[config.mk]
export PLATFORM = sky130hd
export DESIGN_NAME = l1c_mem_arbiter_flat
export DESIGN_NICKNAME = d
export VERILOG_FILES = /design/src/rtl/l1c_mem_arbiter_pkg.sv /design/src/rtl/l1c_mem_arbiter_if.sv /design/src/rtl/l1c_mem_arbiter.sv /design/src/flat_wrapper.sv
export SDC_FILE = /design/constraint.sdc
export NUM_CORES = 1
export LEC_CHECK = 0
export BUFFER_PORTS_ARGS = -buffer_cell sky130_fd_sc_hd__buf_2
export CORE_AREA = 2 2 105 107
export DETAILED_ROUTE_END_ITERATION = 8
export DIE_AREA = 0 0 107 109
export PLACE_DENSITY_LB_ADDON = 0.05
export SYNTH_ARGS = -nofsm -noshare
export SYNTH_HDL_FRONTEND = slang
export SYNTH_SLANG_ARGS = --single-unit
export TNS_END_PERCENT = 50
[constraint.sdc]
create_clock -name clk -period 5 [get_ports clk]
set_clock_uncertainty 0.2 [all_clocks]
set_input_delay 0.5 -clock clk [delete_from_list [all_inputs] [get_ports clk]]
set_output_delay 0.5 -clock clk [all_outputs]
set_load 0.01 [all_outputs]
[src/rtl/l1c_mem_arbiter_pkg.sv]
// -----------------------------------------------------------------------------
// l1c_mem_arbiter_pkg
// Shared cache constants for the L1 memory-port arbiter: access-size encodings,
// refill geometry, the arbiter state enum and the round-robin pick helper.
// No ports (package).
// -----------------------------------------------------------------------------
package l1c_mem_arbiter_pkg;

   // Refill geometry: 128-bit line fetched as four 32-bit beats
   localparam int BEATS = 4;
   localparam int CNT_W = 2;

   // Access-size encodings carried on D_type / M_type
   localparam int CACHE_TYPE_BITS = 2;
   localparam logic [CACHE_TYPE_BITS-1:0] CACHE_BYTE = 2'd0;
   localparam logic [CACHE_TYPE_BITS-1:0] CACHE_HALF = 2'd1;
   localparam logic [CACHE_TYPE_BITS-1:0] CACHE_WORD = 2'd2;

   typedef enum logic [1:0] {
      ARB_IDLE  = 2'd0,
      ARB_GNT_I = 2'd1,
      ARB_GNT_D = 2'd2
   } arb_state_e;

   // Returns 1 when the data cache should be granted. On a tie the cache that
   // did not own the port last time wins (last: 0 = I, 1 = D).
   function automatic logic rr_pick_d(input logic i_req, input logic d_req,
                                      input logic last);
      logic pick;
      if (i_req && d_req) begin
         pick = ~last;
      end else if (d_req) begin
         pick = 1'b1;
      end else begin
         pick = 1'b0;
      end
      return pick;
   endfunction

endpackage

[src/rtl/l1c_mem_arbiter_if.sv]
// -----------------------------------------------------------------------------
// l1c_mem_arbiter_if
// Bundles the instruction-cache, data-cache and memory-port signals seen by
// the arbiter.
//   master : arbiter view (drives waits, read data and the memory requests)
//   slave  : environment view (caches and memory side)
// Signals:
//   I_rreq/I_addr -> I_wait/I_out                 instruction cache refill
//   D_rreq/D_wreq/D_addr/D_in/D_type -> D_wait/D_out   data cache
//   M_rreq/M_wreq/M_addr/M_in/M_type <- M_out/M_wait   memory port
// -----------------------------------------------------------------------------
interface l1c_mem_arbiter_if;
   import l1c_mem_arbiter_pkg::*;

   logic                       I_rreq;
   logic [31:0]                I_addr;
   logic                       I_wait;
   logic [31:0]                I_out;

   logic                       D_rreq;
   logic                       D_wreq;
   logic [31:0]                D_addr;
   logic [31:0]                D_in;
   logic [CACHE_TYPE_BITS-1:0] D_type;
   logic                       D_wait;
   logic [31:0]                D_out;

   logic                       M_rreq;
   logic                       M_wreq;
   logic [31:0]                M_addr;
   logic [31:0]                M_in;
   logic [CACHE_TYPE_BITS-1:0] M_type;
   logic [31:0]                M_out;
   logic                       M_wait;

   modport master (
      input  I_rreq, I_addr, D_rreq, D_wreq, D_addr, D_in, D_type, M_out, M_wait,
      output I_wait, I_out, D_wait, D_out, M_rreq, M_wreq, M_addr, M_in, M_type
   );

   modport slave (
      output I_rreq, I_addr, D_rreq, D_wreq, D_addr, D_in, D_type, M_out, M_wait,
      input  I_wait, I_out, D_wait, D_out, M_rreq, M_wreq, M_addr, M_in, M_type
   );

endinterface

[src/rtl/l1c_mem_arbiter.sv]
// -----------------------------------------------------------------------------
// l1c_mem_arbiter
// Shares the single memory port between the L1 instruction cache (4-beat line
// refills) and the L1 data cache (4-beat refills or single-word writes). One
// requester owns the port for a whole transaction; ties are broken
// round-robin. The memory-side signals and the waits are combinational from
// the grant state and the granted cache's inputs; read data is passed straight
// through to both caches.
// Ports:
//   clk  : clock
//   rst  : asynchronous, active-high reset
//   bus  : l1c_mem_arbiter_if.master (cache and memory-port signals)
// -----------------------------------------------------------------------------
module l1c_mem_arbiter
   import l1c_mem_arbiter_pkg::*;
(
   input  logic                  clk,
   input  logic                  rst,
   l1c_mem_arbiter_if.master     bus
);

   arb_state_e        state_q, state_d;
   logic              last_q,  last_d;   // 0 = I owned the port last, 1 = D
   logic [CNT_W-1:0]  cnt_q,   cnt_d;    // beats accepted in the current refill
   logic              dwr_q,   dwr_d;    // data-cache transaction kind, 1 = write

   logic              i_req_s;
   logic              d_req_s;
   logic              last_beat_s;

   assign i_req_s     = bus.I_rreq;
   assign d_req_s     = bus.D_rreq | bus.D_wreq;
   assign last_beat_s = (cnt_q == CNT_W'(BEATS - 1));

   // Read data goes to both caches; only the granted one samples it
   assign bus.I_out = bus.M_out;
   assign bus.D_out = bus.M_out;

   // Grant state, round-robin history, beat counter and latched D kind
   always_ff @(posedge clk or posedge rst) begin
      if (rst) begin
         state_q <= ARB_IDLE;
         last_q  <= 1'b1;
         cnt_q   <= '0;
         dwr_q   <= 1'b0;
      end else begin
         state_q <= state_d;
         last_q  <= last_d;
         cnt_q   <= cnt_d;
         dwr_q   <= dwr_d;
      end
   end

   // Next-state selection and memory-port / wait muxing
   always_comb begin
      state_d    = state_q;
      last_d     = last_q;
      cnt_d      = cnt_q;
      dwr_d      = dwr_q;
      bus.M_rreq = 1'b0;
      bus.M_wreq = 1'b0;
      bus.M_addr = 32'h0000_0000;
      bus.M_in   = 32'h0000_0000;
      bus.M_type = CACHE_WORD;
      bus.I_wait = 1'b1;
      bus.D_wait = 1'b1;

      case (state_q)
         ARB_IDLE: begin
            if (i_req_s || d_req_s) begin
               cnt_d = '0;
               if (rr_pick_d(i_req_s, d_req_s, last_q)) begin
                  state_d = ARB_GNT_D;
                  last_d  = 1'b1;
                  // A cache raising both requests is treated as a write
                  dwr_d   = bus.D_wreq;
               end else begin
                  state_d = ARB_GNT_I;
                  last_d  = 1'b0;
               end
            end else begin
               state_d = ARB_IDLE;
            end
         end

         ARB_GNT_I: begin
            bus.M_rreq = bus.I_rreq;
            bus.M_addr = bus.I_addr;
            bus.I_wait = bus.M_wait;
            if (!bus.I_rreq) begin
               // Requester gave up: abandon the partial refill
               state_d = ARB_IDLE;
               cnt_d   = '0;
            end else if (!bus.M_wait) begin
               if (last_beat_s) begin
                  state_d = ARB_IDLE;
                  cnt_d   = '0;
               end else begin
                  cnt_d   = cnt_q + CNT_W'(1);
               end
            end else begin
               state_d = ARB_GNT_I;
            end
         end

         ARB_GNT_D: begin
            bus.M_addr = bus.D_addr;
            bus.D_wait = bus.M_wait;
            if (dwr_q) begin
               bus.M_wreq = bus.D_wreq;
               bus.M_in   = bus.D_in;
               bus.M_type = bus.D_type;
               // Dropped request or single accepted beat both end the write
               if (!bus.D_wreq || !bus.M_wait) begin
                  state_d = ARB_IDLE;
                  cnt_d   = '0;
               end else begin
                  state_d = ARB_GNT_D;
               end
            end else begin
               bus.M_rreq = bus.D_rreq;
               if (!bus.D_rreq) begin
                  state_d = ARB_IDLE;
                  cnt_d   = '0;
               end else if (!bus.M_wait) begin
                  if (last_beat_s) begin
                     state_d = ARB_IDLE;
                     cnt_d   = '0;
                  end else begin
                     cnt_d   = cnt_q + CNT_W'(1);
                  end
               end else begin
                  state_d = ARB_GNT_D;
               end
            end
         end

         default: begin
            state_d = ARB_IDLE;
            cnt_d   = '0;
         end
      endcase
   end

endmodule

[src/flat_wrapper.sv]
// flat-port wrapper written by rule: the top's interface ports become plain ports
module l1c_mem_arbiter_flat import l1c_mem_arbiter_pkg::*;
  (clk, rst, bus_I_rreq, bus_I_addr, bus_D_rreq, bus_D_wreq, bus_D_addr, bus_D_in, bus_D_type, bus_M_out, bus_M_wait, bus_I_wait, bus_I_out, bus_D_wait, bus_D_out, bus_M_rreq, bus_M_wreq, bus_M_addr, bus_M_in, bus_M_type);
  l1c_mem_arbiter_if bus_i ();
  input  logic clk;
  input  logic rst;
  input wire logic [$bits(bus_i.I_rreq)-1:0] bus_I_rreq;
  input wire logic [$bits(bus_i.I_addr)-1:0] bus_I_addr;
  input wire logic [$bits(bus_i.D_rreq)-1:0] bus_D_rreq;
  input wire logic [$bits(bus_i.D_wreq)-1:0] bus_D_wreq;
  input wire logic [$bits(bus_i.D_addr)-1:0] bus_D_addr;
  input wire logic [$bits(bus_i.D_in)-1:0] bus_D_in;
  input wire logic [$bits(bus_i.D_type)-1:0] bus_D_type;
  input wire logic [$bits(bus_i.M_out)-1:0] bus_M_out;
  input wire logic [$bits(bus_i.M_wait)-1:0] bus_M_wait;
  output wire logic [$bits(bus_i.I_wait)-1:0] bus_I_wait;
  output wire logic [$bits(bus_i.I_out)-1:0] bus_I_out;
  output wire logic [$bits(bus_i.D_wait)-1:0] bus_D_wait;
  output wire logic [$bits(bus_i.D_out)-1:0] bus_D_out;
  output wire logic [$bits(bus_i.M_rreq)-1:0] bus_M_rreq;
  output wire logic [$bits(bus_i.M_wreq)-1:0] bus_M_wreq;
  output wire logic [$bits(bus_i.M_addr)-1:0] bus_M_addr;
  output wire logic [$bits(bus_i.M_in)-1:0] bus_M_in;
  output wire logic [$bits(bus_i.M_type)-1:0] bus_M_type;
  assign bus_i.I_rreq = bus_I_rreq;
  assign bus_i.I_addr = bus_I_addr;
  assign bus_i.D_rreq = bus_D_rreq;
  assign bus_i.D_wreq = bus_D_wreq;
  assign bus_i.D_addr = bus_D_addr;
  assign bus_i.D_in = bus_D_in;
  assign bus_i.D_type = bus_D_type;
  assign bus_i.M_out = bus_M_out;
  assign bus_i.M_wait = bus_M_wait;
  assign bus_I_wait = bus_i.I_wait;
  assign bus_I_out = bus_i.I_out;
  assign bus_D_wait = bus_i.D_wait;
  assign bus_D_out = bus_i.D_out;
  assign bus_M_rreq = bus_i.M_rreq;
  assign bus_M_wreq = bus_i.M_wreq;
  assign bus_M_addr = bus_i.M_addr;
  assign bus_M_in = bus_i.M_in;
  assign bus_M_type = bus_i.M_type;
  l1c_mem_arbiter u_core (.clk(clk), .rst(rst), .bus(bus_i));
endmodule
[Word-level counts from Yosys, hierarchy flattened]
Index checks and enable logic that the tools add are counted.
Cells by class
  add/sub/neg operators: 1
  eq/ne operators: 5
  reduce and logical (&&, ||, !) cells: 9
  bitwise logic cells: 2
  multiplexer cells: 34
Operators with widths (number)
  $mux W32: 2
  $pmux W32 S2: 1
  $mux W2: 18
  $pmux W2 S3: 2
  $mux W1: 10
  $eq A2 B2 Y1 const B: 2
  $reduce_and A2 Y1: 2
  $ne A3 B3 Y1 const B: 1
  $reduce_and A3 Y1: 1
  $add A2 B1 Y2 const B: 1
  $eq A2 B1 Y1 const B: 1
  $logic_not A1 Y1: 2
  $logic_not A2 Y1: 1
  $logic_or A1 B1 Y1: 2
  $ne A2 B1 Y1 const B: 1
  $pmux W1 S2: 1
  $logic_and A1 B1 Y1: 1
  $not A1 Y1: 1
  $or A1 B1 Y1: 1
Word-level totals
  register bits: 6
  input bits: 136

[Logic depth before layout (Yosys ltp)]
  depth in word-level cells: 8
  mapped depth: 6
  depth with buffers taken out: 5

[Worst setup path after synthesis]
OpenSTA, ideal clock, no wires.
  path type: flip-flop to output port
  from: reg u_core.state_q[0]
  to: out bus_M_in[13]
  arrival: 1.256 ns
  path buffers: 3
  data required time: 4.300 ns
  cell stages (with the launch flop): 7
  slack: 3.044 ns
  cell sequence: dfrtp_1 inv_1 ha_1 buf_6 buf_2 clkbuf_2 and3_1
Between the ends
  longest elaborated chain between the ends: 2
RTL lines
  start, declared: line l1c_mem_arbiter.sv:22  | arb_state_e state_q, state_d;
  start signal, assigned: line l1c_mem_arbiter.sv:47  | state_q <= state_d;
  $eq A2 B2 Y1: line l1c_mem_arbiter.sv:68  | case (state_q)
  $mux W32: line l1c_mem_arbiter.sv:68
  end, declared: line flat_wrapper.sv:23  | output wire logic [$bits(bus_i.M_in)-1:0] bus_M_in;
Every way passes these cells.

[Worst setup path after layout]
  from: reg u_core.state_q[0]
  to: out bus_M_addr[27]
Between the ends
  longest elaborated chain between the ends: 2
RTL lines
  $eq A2 B2 Y1 or $eq A2 B1 Y1 (tied branches): line l1c_mem_arbiter.sv:68
  $pmux W32 S2 (*): line l1c_mem_arbiter.sv:68
  end, declared: line flat_wrapper.sv:22  | output wire logic [$bits(bus_i.M_addr)-1:0] bus_M_addr;
Every way passes the cells marked *; elsewhere a longest branch is shown, timed or not.

==> reports/qor.txt <==
Outcome = finished, violations left
Violated checks = hold timing
Crit path DAT = 2.21 ns
Fraction of post-synthesis cell area in the top cell type by area = 0.281
Grt ovf = 0
Final Cycle Share = 0.581
Site row count = 38
Routed via count divided by cell count = 4.05
Cell at the root of the clock tree = sky130_fd_sc_hd__clkbuf_8
Top post-synthesis cells by count = sky130_fd_sc_hd__buf_4 (64), sky130_fd_sc_hd__and3_1 (35), sky130_fd_sc_hd__nor2b_1 (33)
Placeable core region = 10600 um2
Via count of the first global-routing pass = 1670
CTS max path bufs = 2
Slew at the pin closest to its max-slew limit = 0.922 ns
Most instantiated library cell after synthesis = sky130_fd_sc_hd__buf_4
Class of the worst hold path = in2async
Drt drc = 0
Hold violation total from the final report = 3
CTS resizes = 0
Post-detailed-placement cell area = 2190 um2
WP data required = 4.30 ns
Pin count of the biggest net entering global routing = 41
Endpoint class of the critical path = primary output
Wire length of the first global-routing pass = 8.59 mm
Family of cells with the greatest summed delay on the critical path = buffers and inverters
Area enclosed by the die boundary = 11700 um2
Area added between synthesis and finish = 30.8%
Starting Density = 0.161
Share of cells above drive strength 1 = 0.569
Netlist area before placement = 1710 um2
Leakage power figure = 1.34 nW
Critical path's slowest cell = sky130_fd_sc_hd__ha_2
Number of levels the H-tree was split into = 1
Width of the chip = 107 um
Number of enable flip-flop cells after synthesis = 0
Synthesized area per cell = 7.43 um2
Die H = 109 um
Number of buffers inserted during clock tree synthesis = 3
Sequential area share after synthesis = 0.0886
Crit start category = flop
Boundary pin count = 270
Buffers on Ports = 173
Ant. Diodes = 0
Largest fanout on the critical path = 40
Detailed router's first-iteration violation count = 85
Achievable clock frequency = 344 MHz
Post-CTS Hold Fix Bufs = 0
Top_reg_cell synth = sky130_fd_sc_hd__dfrtp_1
NumNets Final = 467
Post-synthesis cell type count = 34
Leading cell types by total area after synthesis = sky130_fd_sc_hd__buf_4 (28%), sky130_fd_sc_hd__a22oi_1 (14%), sky130_fd_sc_hd__and3_1 (13%)
Worst slew slack as a fraction of its limit = 0.386
Clock tree from TritonCTS = built
Final routed wire length divided by cell count = 13.4 um
Count of endpoints failing setup in the final report = 0
Worst vdd rail ir drop = 0.000174 V
Max stage delay on crit path = 0.57 ns
RSZ-0062 raised after global routing = no
Min Hold Slack = -0.00507 ns
Gate count after technology mapping = 230
Initial antenna violation count = 0
Slew Viols, Final = 0
Post-CTS clock slew at the launch and capture registers of the worst setup and hold paths = 0.04 ns
Count of nets left with antenna violations after detail routing = 0
Warning count from the yosys run = 0
PD cells = 432 nW/um2
Post-synth ARST share = 1.00
Register Area = 151 um2
Worst path buffer plus inverter count = 3
Clk sinks = 6
Type of the worst setup path = reg2out
WL final = 6.21 mm
Synth Register Bits = 6
Worst path cell trace = inv_1, ha_2, buf_4, a22oi_1, nor2b_1, buf_2
Multi-input logic area = 972 um2
Final HPWL from detailed placement = 4.98 mm
Net Count, Synth = 371
Number of max-cap violations = 0
Post-CTS Setup Inserts = 0
Final Cell Area = 2240 um2
Vias after detailed routing = 1883
Dominant cell type by area after synthesis = sky130_fd_sc_hd__buf_4
Pre-CTS setup slack = 2.30 ns
Routability congestion estimate = 0.703
First-pass DRT Iterations = 4
Slack of the critical path = 2.09 ns
Fillers = 1199
Period minus WS final = 2.91 ns
Final setup TNS = 0 ns
All-Layer GR Usage = 0.0918
Worst skew pair latency = 0.22 ns
area by class of cell:
| class | count | share of cell area |
|---|---|---|
| Inverter | 3 | 0.00504 |
| Sequential cell | 6 | 0.0677 |
| Clock buffer | 4 | 0.0201 |
| Timing Repair Buffer | 175 | 0.394 |
| Multi-Input combinational cell | 137 | 0.435 |
| Tap cell | 140 | 0.0783 |
stage by stage:
stage	hold WS, ns	total power, mW	std cells	utilization
final	-0.00507	0.965	465	0.211
after global routing	0.00629	1.06	465	0.211
after CTS	0.00661	0.985	465	0.211
after detailed placement	0.244	0.904	461	0.207
after global placement	0.244	0.912	461	0.207
after floorplan	0.0902	0.686	230	-
layout by cell type, fill, tap and decap left out, drive strengths merged, types with 2 or more instances in the layout:
cell type / count
a22o: 2
a22oi: 32
and3: 35
and3b: 2
buf: 175
clkbuf: 4
dfrtp: 5
ha: 5
inv: 3
mux2: 2
nand2: 6
nand2b: 3
nand3b: 2
nor2b: 33
o21ai: 3
final timing paths:
path | startpoint | to | slack [ns] | depth (start not counted)
max | u_core.state_q[0]$_DFF_PP0_ | bus_M_addr[27] | 2.09 | 6
min | rst | u_core.cnt_q[1]$_DFFE_PP0P_ | -0.005 | 2
max reg2reg | u_core.state_q[1]$_DFF_PP0_ | u_core.cnt_q[1]$_DFFE_PP0P_ | 2.97 | 4
min reg2reg | u_core.last_q$_DFFE_PP1P_ | u_core.last_q$_DFFE_PP1P_ | 0.27 | 2
max in group asynchronous | rst | u_core.last_q$_DFFE_PP1P_ | 4.33 | 2
min in group clk | u_core.last_q$_DFFE_PP1P_ | u_core.last_q$_DFFE_PP1P_ | 0.27 | 2
worst register-to-register path: cells and delay by family, from the launching register on:
family	cells	cell delay (ns)
adders and majority gates	1	0.87
DFF	1	0.39
AOI/OAI and AO/OA	2	0.44
buffers and inverters	1	0.08
registers in the layout, indices dropped and copies added, names as in the netlist:
name / cells
u_core.cnt_q: 2
u_core.dwr_q: 1
u_core.last_q: 1
u_core.state_q: 2
where the power goes:
group	total, mW	switching (mW)	internal, mW
clock network	0.0776	0.0227	0.0550
registers	0.115	0.0468	0.0682
logic	0.772	0.416	0.356
per-layer routing:
layer	track usage	routed length, um	up-vias
li1	-	-	924
met1	0.0900	2150	850
met2	0.189	3470	90
met3	0.0203	490	19
met4	0.0278	104	0
met5	0	0	-
logic make-up after synthesis:
| logic type | synth area share |
|---|---|
| simple gates | 0.330 |
| compound gates | 0.185 |
| mux | 0.0154 |
| buf+inv | 0.344 |
| fa+ha+maj | 0.0366 |
| flops | 0.0886 |
(Power assumes the default switching activity.)
